<file path="config.mk">
export PLATFORM = sky130hd
export DESIGN_NAME = uart_tx
export DESIGN_NICKNAME = d
export VERILOG_FILES = /design/src/rtl/uart_pkg.sv /design/src/rtl/uart_bit_timer.sv /design/src/rtl/uart_tx.sv
export SDC_FILE = /design/constraint.sdc
export NUM_CORES = 1
export LEC_CHECK = 0
export BUFFER_PORTS_ARGS = -buffer_cell sky130_fd_sc_hd__clkbuf_2
export CAP_MARGIN = 30
export CORE_ASPECT_RATIO = 1.4
export CORE_MARGIN = 2
export CORE_UTILIZATION = 50
export CTS_BUF_LIST = sky130_fd_sc_hd__clkbuf_8
export DETAILED_ROUTE_END_ITERATION = 10
export PLACE_DENSITY = 0.84
export SLEW_MARGIN = 20
export SYNTH_ARGS = -nofsm -noshare
export SYNTH_HDL_FRONTEND = slang
export SYNTH_SLANG_ARGS = --single-unit
</file>
<file path="constraint.sdc">
create_clock -name clk -period 2.2 [get_ports clk]
set_clock_uncertainty 0.05 [all_clocks]
set_input_delay 0.22 -clock clk [delete_from_list [all_inputs] [get_ports clk]]
set_output_delay 0.22 -clock clk [all_outputs]
set_load 0.005 [all_outputs]
</file>
<file path="src/rtl/uart_pkg.sv">
// Shared UART definitions: frame state encoding and bit-period helper.
// Used by both uart_tx and uart_rx so the two ends of the link agree.
package uart_pkg;

  // Frame phases, common to transmitter and receiver.
  typedef enum logic [1:0] {
    IDLE      = 2'd0,
    START_BIT = 2'd1,
    DATA_BITS = 2'd2,
    STOP_BIT  = 2'd3
  } uart_state_e;

  // Number of clock cycles per serial bit (integer division, rounds down).
  function automatic int clks_per_bit(input int clk_freq, input int bit_rate);
    return clk_freq / bit_rate;
  endfunction

endpackage

</file>
<file path="src/rtl/uart_bit_timer.sv">
// Bit-period timer: counts 0..CLKS_PER_BIT-1 while enabled and wraps,
// pulsing o_tick on the last count. Held at 0 while disabled, so every
// enabled run starts a full bit period from its first cycle.
module uart_bit_timer #(
  parameter int CLKS_PER_BIT = 87,
  parameter int CNT_W        = $clog2(CLKS_PER_BIT) + 1
) (
  input  logic clk,
  input  logic reset,
  input  logic i_enable,
  output logic o_tick
);

  localparam logic [CNT_W-1:0] LAST_COUNT = CNT_W'(CLKS_PER_BIT - 1);

  logic [CNT_W-1:0] r_count;
  logic             w_tick;

  // Tick is combinational so the owner can act on the same edge the count wraps.
  assign w_tick = i_enable && (r_count == LAST_COUNT);
  assign o_tick = w_tick;

  // Count while enabled, wrap on the tick, clear whenever disabled or reset.
  always_ff @(posedge clk) begin
    if (reset || !i_enable) begin
      r_count <= '0;
    end else if (w_tick) begin
      r_count <= '0;
    end else begin
      r_count <= r_count + CNT_W'(1);
    end
  end

endmodule

</file>
<file path="src/rtl/uart_tx.sv">
// UART transmitter. Accepts one word over a valid/ready handshake and sends
// it as start bit (0), PAYLOAD_BITS data bits LSB first, STOP_BITS stop bits (1),
// each lasting CLKS_PER_BIT clocks. The serial line is a register output.
//
// Handshake: a word is taken on a rising edge where i_valid && o_ready.
// o_ready is high in IDLE, and also in the very last cycle of the final stop
// bit, so a producer holding i_valid gets its next start bit immediately after
// the previous stop bit with no idle gap. i_valid while not ready is ignored.
module uart_tx
  import uart_pkg::*;
#(
  parameter int BIT_RATE     = 115200,
  parameter int CLK_FREQ     = 10_000_000,
  parameter int PAYLOAD_BITS = 8,
  parameter int STOP_BITS    = 1
) (
  input  logic                    clk,
  input  logic                    reset,
  input  logic                    i_valid,
  input  logic [PAYLOAD_BITS-1:0] i_data,
  output logic                    o_ready,
  output logic                    o_serial_data,
  output logic                    o_busy,
  output logic                    o_tx_done
);

  localparam int CLKS_PER_BIT = clks_per_bit(CLK_FREQ, BIT_RATE);
  localparam int TIMER_W      = $clog2(CLKS_PER_BIT) + 1;
  localparam int BIT_CNT_W    = $clog2(PAYLOAD_BITS) + 1;

  localparam logic [BIT_CNT_W-1:0] LAST_DATA_BIT = BIT_CNT_W'(PAYLOAD_BITS - 1);
  localparam logic [BIT_CNT_W-1:0] LAST_STOP_BIT = BIT_CNT_W'(STOP_BITS - 1);

  // Reject parameter sets that cannot produce a valid frame.
  if (CLKS_PER_BIT < 2) begin : g_cpb_check
    $error("uart_tx: CLK_FREQ / BIT_RATE must be at least 2");
  end
  if (STOP_BITS < 1 || STOP_BITS > 2) begin : g_stop_check
    $error("uart_tx: STOP_BITS must be 1 or 2");
  end
  if (PAYLOAD_BITS < 1) begin : g_payload_check
    $error("uart_tx: PAYLOAD_BITS must be at least 1");
  end

  uart_state_e              r_state;
  logic [PAYLOAD_BITS-1:0]  r_shift;
  logic [BIT_CNT_W-1:0]     r_bit_cnt;
  logic                     r_serial;
  logic                     r_busy;
  logic                     r_tx_done;

  logic                     w_tick;
  logic                     w_timer_en;
  logic                     w_final_tick;
  logic                     w_accept;
  logic [PAYLOAD_BITS-1:0]  w_shift_next;

  // Bit timer runs for the whole frame and is held at 0 in IDLE.
  assign w_timer_en = (r_state != IDLE);

  uart_bit_timer #(
    .CLKS_PER_BIT (CLKS_PER_BIT),
    .CNT_W        (TIMER_W)
  ) u_bit_timer (
    .clk      (clk),
    .reset    (reset),
    .i_enable (w_timer_en),
    .o_tick   (w_tick)
  );

  // Last cycle of the last stop bit: the frame ends on this edge.
  assign w_final_tick = (r_state == STOP_BIT) && w_tick && (r_bit_cnt == LAST_STOP_BIT);

  // Ready in IDLE or on the closing edge of a frame; never while reset is high.
  assign o_ready  = !reset && ((r_state == IDLE) || w_final_tick);
  assign w_accept = i_valid && o_ready;

  assign w_shift_next = r_shift >> 1;

  // Frame sequencer: state, shift register, bit counter and all line outputs.
  always_ff @(posedge clk) begin
    if (reset) begin
      r_state   <= IDLE;
      r_shift   <= '0;
      r_bit_cnt <= '0;
      r_serial  <= 1'b1;
      r_busy    <= 1'b0;
      r_tx_done <= 1'b0;
    end else begin
      r_tx_done <= 1'b0;
      case (r_state)
        IDLE: begin
          r_bit_cnt <= '0;
          if (w_accept) begin
            r_shift  <= i_data;
            r_state  <= START_BIT;
            r_serial <= 1'b0;
            r_busy   <= 1'b1;
          end
        end

        START_BIT: begin
          if (w_tick) begin
            r_state   <= DATA_BITS;
            r_serial  <= r_shift[0];
            r_bit_cnt <= '0;
          end
        end

        DATA_BITS: begin
          if (w_tick) begin
            if (r_bit_cnt == LAST_DATA_BIT) begin
              r_state   <= STOP_BIT;
              r_serial  <= 1'b1;
              r_bit_cnt <= '0;
            end else begin
              r_shift   <= w_shift_next;
              r_serial  <= w_shift_next[0];
              r_bit_cnt <= r_bit_cnt + BIT_CNT_W'(1);
            end
          end
        end

        STOP_BIT: begin
          if (w_tick) begin
            if (r_bit_cnt == LAST_STOP_BIT) begin
              r_tx_done <= 1'b1;
              r_bit_cnt <= '0;
              if (w_accept) begin
                // Next word starts its start bit right where this stop bit ends.
                r_shift  <= i_data;
                r_state  <= START_BIT;
                r_serial <= 1'b0;
                r_busy   <= 1'b1;
              end else begin
                r_state  <= IDLE;
                r_serial <= 1'b1;
                r_busy   <= 1'b0;
              end
            end else begin
              r_bit_cnt <= r_bit_cnt + BIT_CNT_W'(1);
            end
          end
        end

        default: begin
          r_state  <= IDLE;
          r_serial <= 1'b1;
          r_busy   <= 1'b0;
        end
      endcase
    end
  end

  assign o_serial_data = r_serial;
  assign o_busy        = r_busy;
  assign o_tx_done     = r_tx_done;

endmodule
</file>
==> results of run 1 <==
## worst max-delay path, stage by stage (launching register included)
cell	delay (ns)
dfxtp_2	0.35
inv_1	0.05
ha_1	0.14
or3b_4	0.39
and2_4	0.17
a2111oi_4	0.35
buf_6	0.18
a21oi_1	0.06
a311oi_1	0.24
## cell type report
class                   count  area share [%]
multi-input cells         119            53.5
flip-flops and latches     25            29.9
repair buffers             27            10.1
well taps                  37            2.71
clock buffers               3            2.42
inverters                   5            1.10
clock inverters             1           0.220
## layout by cell type (no fill, tap or decap), types with 2 or more instances in the layout
cell and n:
a211o_1 2, clkbuf_8 3, nand2b_1 4, nand3_1 8
nor2_1 18, o21ai_0 3, nand2_1 6, mux2i_1 10
xor2_1 5, inv_1 3, clkbuf_2 14, nor2b_1 2
a311oi_1 5, buf_6 2, dfxtp_1 21, a21boi_0 2
buf_4 10, nand3b_1 2, inv_2 3, ha_1 9
a311oi_2 2, a21oi_1 12, dfxtp_4 2, dfxtp_2 2
and3_1 2, nor3_1 2, o2bb2ai_1 2
## logic make-up after synthesis
logic type	share of synthesized area (%)
AO/OA/AOI/OAI	18.4
XOR/XNOR	3.54
adder cells (fa/ha/maj)	8.43
buffers and inverters	6.66
flip-flops	33.7
multiplexers	7.50
AND/OR/NAND/NOR	21.8
## synthesized netlist by cell type, types with 2 or more instances
master	n	area (µm²)
a311oi_1	6	52.6
ha_1	10	125
buf_1	2	7.51
nor2_1	18	67.6
mux2i_1	10	100
o21ai_0	3	15.0
dfxtp_1	25	500
a21boi_0	2	15.0
xor2_1	5	43.8
buf_6	2	22.5
and3_1	2	12.5
nor2b_1	2	12.5
inv_1	5	18.8
a211o_1	2	17.5
a21oi_1	12	60.1
a31oi_1	2	12.5
o2bb2ai_1	2	17.5
nor3_1	2	10.0
nand2b_1	4	25.0
nand3_1	8	40.0
nand3b_1	2	15.0
nand2_1	6	22.5
## final timing paths
kind,from,end,cells after the start
min reg2reg,o_serial_data$_SDFFE_PP1P_,o_serial_data$_SDFFE_PP1P_,1
max,r_bit_cnt[1]$_SDFFE_PP0P_,r_shift[4]$_SDFFE_PP0P_,8
min,i_data[7],r_shift[7]$_SDFFE_PP0P_,3
max reg2reg,r_bit_cnt[1]$_SDFFE_PP0P_,r_shift[4]$_SDFFE_PP0P_,8
## sequential cells by signal, summed over array words and instances (netlist names)
register / cells
r_state: 2
r_shift: 8
o_serial_data: 1
o_busy: 1
r_bit_cnt: 4
o_tx_done: 1
u_bit_timer.r_count: 8
## report_power, final
group	total, mW	internal, mW	switching [mW]
clock	0.271	0.125	0.146
sequential	0.631	0.553	0.0772
combinational	0.868	0.410	0.459
total	1.77	1.09	0.682
## timing repair
item | 4_1_cts | 5_1_grt
pin swaps | 0 | 3
gates resized for setup | 2 | 13
cloned | 0 | 2
endpoints found under the setup margin | 6 | 11
buffers inserted | 1 | 3
## stage by stage
stage	TNS, ns	power (mW)	cells
after floorplan	0	1.22	156
after global placement	0	1.32	207
after detailed placement	-0.0525	1.37	207
after CTS	0	1.66	212
after global routing	-0.0223	1.89	217
final	0	1.77	217
## routing by layer
metal / global-route usage [%] / routed length (µm) / vias up
met5: 0 / 0 / -
met4: 12.5 / 94 / 0
met3: 3.93 / 139 / 11
met2: 38.0 / 1660 / 36
met1: 23.1 / 1410 / 594
li1: - / - / 617
==> impl_metrics.tcl, run 1 <==
set metrics [dict create \
    grt_pass1_vias 1287 \
    crit_arrival_ns 2.23 \
    coreArea_um2 2850 \
    grt_pass1_wl_mm 5.46 \
    crit_required_ns 2.34 \
    cts_tree "yes" \
    routed_wl_mm 3.31 \
    overflow 0 \
    clock_path_buffers 2 \
    finalHoldViolCount 0 \
    final_util_pct 59.9 \
    status "finished clean" \
    end_kind "flip-flop" \
    grt_start_max_net_pins 22 \
    nets 202 \
    nFillCells 232 \
    layout-drive-gt1-share_pct 28.9 \
    fmax_mhz 477 \
    crit_path_start_kind "flip-flop" \
    report.final.slew_viol_count 0 \
    ys.flop_type "dfxtp_1" \
    p_leak_nw 0.664 \
    regArea_um2 510 \
    async_flop_share_pct 0 \
    wl_per_cell_um 15.2 \
    peakVddDrop_uv 545 \
    clock_sinks 25 \
    clock-root-buffer "clkbuf_8" \
    yosys_warnings 0 \
    drtIter0Drc 28 \
    diodes 0 \
    drc 0 \
    row_count 23 \
    die_area_um2 3430 \
    start_util_pct 52.1 \
    power.density_nw_per_um2 1040 \
    io_buffer_count 14 \
    htree_levels 1 \
    area_growth_pct 14.9 \
    rsz0062_at_grt "yes" \
    io_pins 15 \
    vias 1258 \
    gp_congestion 0.890 \
    hold_buffers 0 \
    setup_ws_ns 0.104 \
    syn_area_per_cell_um2 9.51 \
    routed_via_density 5.80 \
    mappedNetlistArea_um2 1480 \
    worstSetupPathType "flip-flop to flip-flop" \
    tightestPinTransition_ns 0.518 \
    period_share_pct 95.3 \
    hpwl_mm 2.30 \
    post-place-ws_ns -0.0214 \
    clk_latency_ns 0.27 \
    synth_edf_count 0 \
    syn_inst 156 \
    dr.pass1.iters 4 \
    path_clk_slew_ns 0.08 \
    max_slew_margin_pct 65.1 \
    final_area_um2 1710 \
    ys_ff_latch 25 \
    die_x_um 50.0 \
    cts_made_buffers 3 \
    antenna_found_initial 0 \
    multi_input_area_um2 912 \
    track_usage_pct 21.2 \
    placed_area_um2 1580 \
    worst_hold_path_type "input port to flip-flop" \
    die_h_um 68.5 \
    worstPathMaxFanout 8 \
    antenna_left 0 \
    seq_area_frac_synth_pct 33.7 \
    setup_violations 0 \
    ys_types 46 \
    period_needed_ns 2.10 \
    syn_nets 177 \
    drv_cap 0 \
    hold_slack_ns 0.174 \
    rrSetupSlack_ns 0.10 \
]
Power figures use the tool's default switching activity.
==> run 2: changes to the inputs <==
CELL_PAD_IN_SITES_DETAIL_PLACEMENT = 1   (was not set)
CELL_PAD_IN_SITES_GLOBAL_PLACEMENT = 2   (was not set)
CORE_MARGIN = 1.5   (was 2)
CORE_UTILIZATION = 34   (was 50)
PLACE_DENSITY = 0.88   (was 0.84)
==> impl_metrics.tcl, run 2 (same netlist as run 1, synthesis figures left out) <==
set metrics [dict create \
    p_leak_nw 0.714 \
    worst_hold_path_type "input port to flip-flop" \
    path_clk_slew_ns 0.09 \
    worstPathMaxFanout 6 \
    antenna_left 0 \
    final_common_cell "dfxtp_1" \
    comb_power_share_pct 51.7 \
    end_kind "flip-flop" \
    regArea_um2 513 \
    grt_pass1_vias 1342 \
    period_share_pct 97.4 \
    area_growth_pct 20.0 \
    grt_start_max_net_pins 22 \
    hpwl_mm 2.87 \
    min-delay-start "i_data[7]" \
    dr.pass1.iters 4 \
    rsz0062_at_grt "yes" \
    clock-root-buffer "clkbuf_8" \
    final_area_um2 1780 \
    reg2reg_from "r_bit_cnt[0]$_SDFFE_PP0P_" \
    routed_via_density 5.55 \
    period_needed_ns 2.14 \
    antenna_found_initial 0 \
    cts_made_buffers 3 \
    crit_required_ns 2.35 \
    power_mw 1.86 \
    wl_per_cell_um 16.8 \
    setup_ws_ns 0.0576 \
    power.clock.fraction_pct 14.9 \
    die_x_um 58.8 \
    holdPathEnd "r_shift[7]$_SDFFE_PP0P_" \
    p_int_mw 1.15 \
    hold_buffers 0 \
    routed_wl_mm 3.92 \
    rrSetupSlack_ns 0.06 \
    vias 1298 \
    whs_path_depth 3 \
    placed_area_um2 1600 \
    die_area_um2 4780 \
    tightestPinTransition_ns 0.503 \
    crit_path_start_kind "flip-flop" \
    ff2ff_path_depth 8 \
    row_count 28 \
    grt_pass1_wl_mm 6.28 \
    clk_latency_ns 0.27 \
    clock_sinks 25 \
    coreArea_um2 4200 \
    die_h_um 81.2 \
    clock_path_buffers 2 \
    switching_share_pct 38.3 \
    htree_levels 1 \
    peakVddDrop_uv 497 \
    overflow 0 \
    worstSetupPathType "flip-flop to flip-flop" \
    drv_cap 0 \
    io_buffer_count 14 \
    drtIter0Drc 44 \
    reg_top3 "r_shift x8, u_bit_timer.r_count x8, r_bit_cnt x4" \
    status "finished clean" \
    multi_input_area_um2 910 \
    layout-drive-gt1-share_pct 32.3 \
    nets 211 \
    rr_endpoint "r_shift[2]$_SDFFE_PP0P_" \
    p_switching_uw 713 \
    io_pins 15 \
    fmax_mhz 467 \
    finalHoldViolCount 0 \
    seqPwrFrac_pct 33.4 \
    crit_arrival_ns 2.29 \
    final_cell_mix "dfxtp_1, nor2_1, buf_4, clkbuf_2, a21oi_1" \
    report.final.slew_viol_count 0 \
    track_usage_pct 17.2 \
    gp_congestion 0.830 \
    setup_violations 0 \
    drc 0 \
    power.density_nw_per_um2 1040 \
    max_slew_margin_pct 66.2 \
    diodes 0 \
    nFillCells 506 \
    post-place-ws_ns -0.0737 \
    start_util_pct 35.3 \
    cts_tree "yes" \
]
run 2: cell count changes in the layout (fill, tap and decap cells not counted):
| cell | change |
|---|---|
| a311oi_1 | +1 |
| a311oi_2 | -1 |
| buf_2 | +1 |
| buf_4 | +8 |
| dfxtp_2 | -1 |
| dfxtp_4 | +1 |
| o21bai_1 | -1 |
| o21bai_2 | +1 |
run 2: per-layer routing:
layer / up-vias / part of all wire (%) / global-route usage [%] / wire length (µm)
met2: 19 / 59 / 33.7 / 2300
met4: 0 / 1.4 / 6.14 / 54
met3: 5 / 2.1 / 2.55 / 81
met5: - / 0 / 0 / 0
li1: 631 / - / - / -
met1: 643 / 38 / 17.8 / 1490
run 2: timing repair:
item	CTS	global route
gates resized for setup	2	12
pin swaps	0	8
endpoints found under the setup margin	5	10
cloned	0	2
setup buffers	4	7
run 2: how the worst max path moves through the flow:
| stage | from | end | cells after the start | slack (ns) |
|---|---|---|---|---|
| 2_1_floorplan | r_state[1]$_SDFFE_PP0P_ | r_shift[2]$_SDFFE_PP0P_ | 8 | 0.02 |
| 3_3_place_gp | r_bit_cnt[0]$_SDFFE_PP0P_ | r_shift[1]$_SDFFE_PP0P_ | 8 | 0.08 |
| 3_5_place_dp | r_state[1]$_SDFFE_PP0P_ | r_shift[3]$_SDFFE_PP0P_ | 8 | -0.07 |
| 4_1_cts | r_state[0]$_SDFFE_PP0P_ | r_shift[3]$_SDFFE_PP0P_ | 8 | 0.004 |
| 5_1_grt | r_state[0]$_SDFFE_PP0P_ | r_state[0]$_SDFFE_PP0P_ | 8 | -0.05 |
| 6_report | r_bit_cnt[0]$_SDFFE_PP0P_ | r_shift[2]$_SDFFE_PP0P_ | 8 | 0.06 |
run 2: power groups by stage:
stage	Sequential (mW)	Clock, mW	Combinational (mW)
after floorplan	0.613	0	0.605
after global placement	0.618	0	0.751
after detailed placement	0.626	0	0.792
after CTS	0.619	0.286	0.855
after global routing	0.636	0.306	1.06
final	0.621	0.278	0.961
run 2: metrics by stage:
stage / cells / hold slack (ns) / utilization [%] / setup TNS [ns]
2_1_floorplan: 156 / 0.345 / - / 0
3_3_place_gp: 217 / 0.400 / 38.2 / 0
3_5_place_dp: 217 / 0.423 / 38.2 / -0.151
4_1_cts: 225 / 0.163 / 40.1 / 0
5_1_grt: 234 / 0.165 / 42.4 / -0.0971
6_report: 234 / 0.168 / 42.4 / 0
run 2: cell type report:
class	instances	area share [%]
sequential	25	28.8
timing repair buffer	36	13.4
inverter	5	1.05
clock buffer	3	2.32
clock inverter	1	0.211
multi-input combinational	119	51.1
tap	45	3.16
run 2: critical path: stages (launching register included):
cell	delay [ns]
dfxtp_2	0.34
inv_2	0.06
ha_1	0.16
or3b_4	0.38
and2_4	0.17
a2111oi_4	0.36
buf_2	0.24
a21oi_2	0.07
a311oi_2	0.22
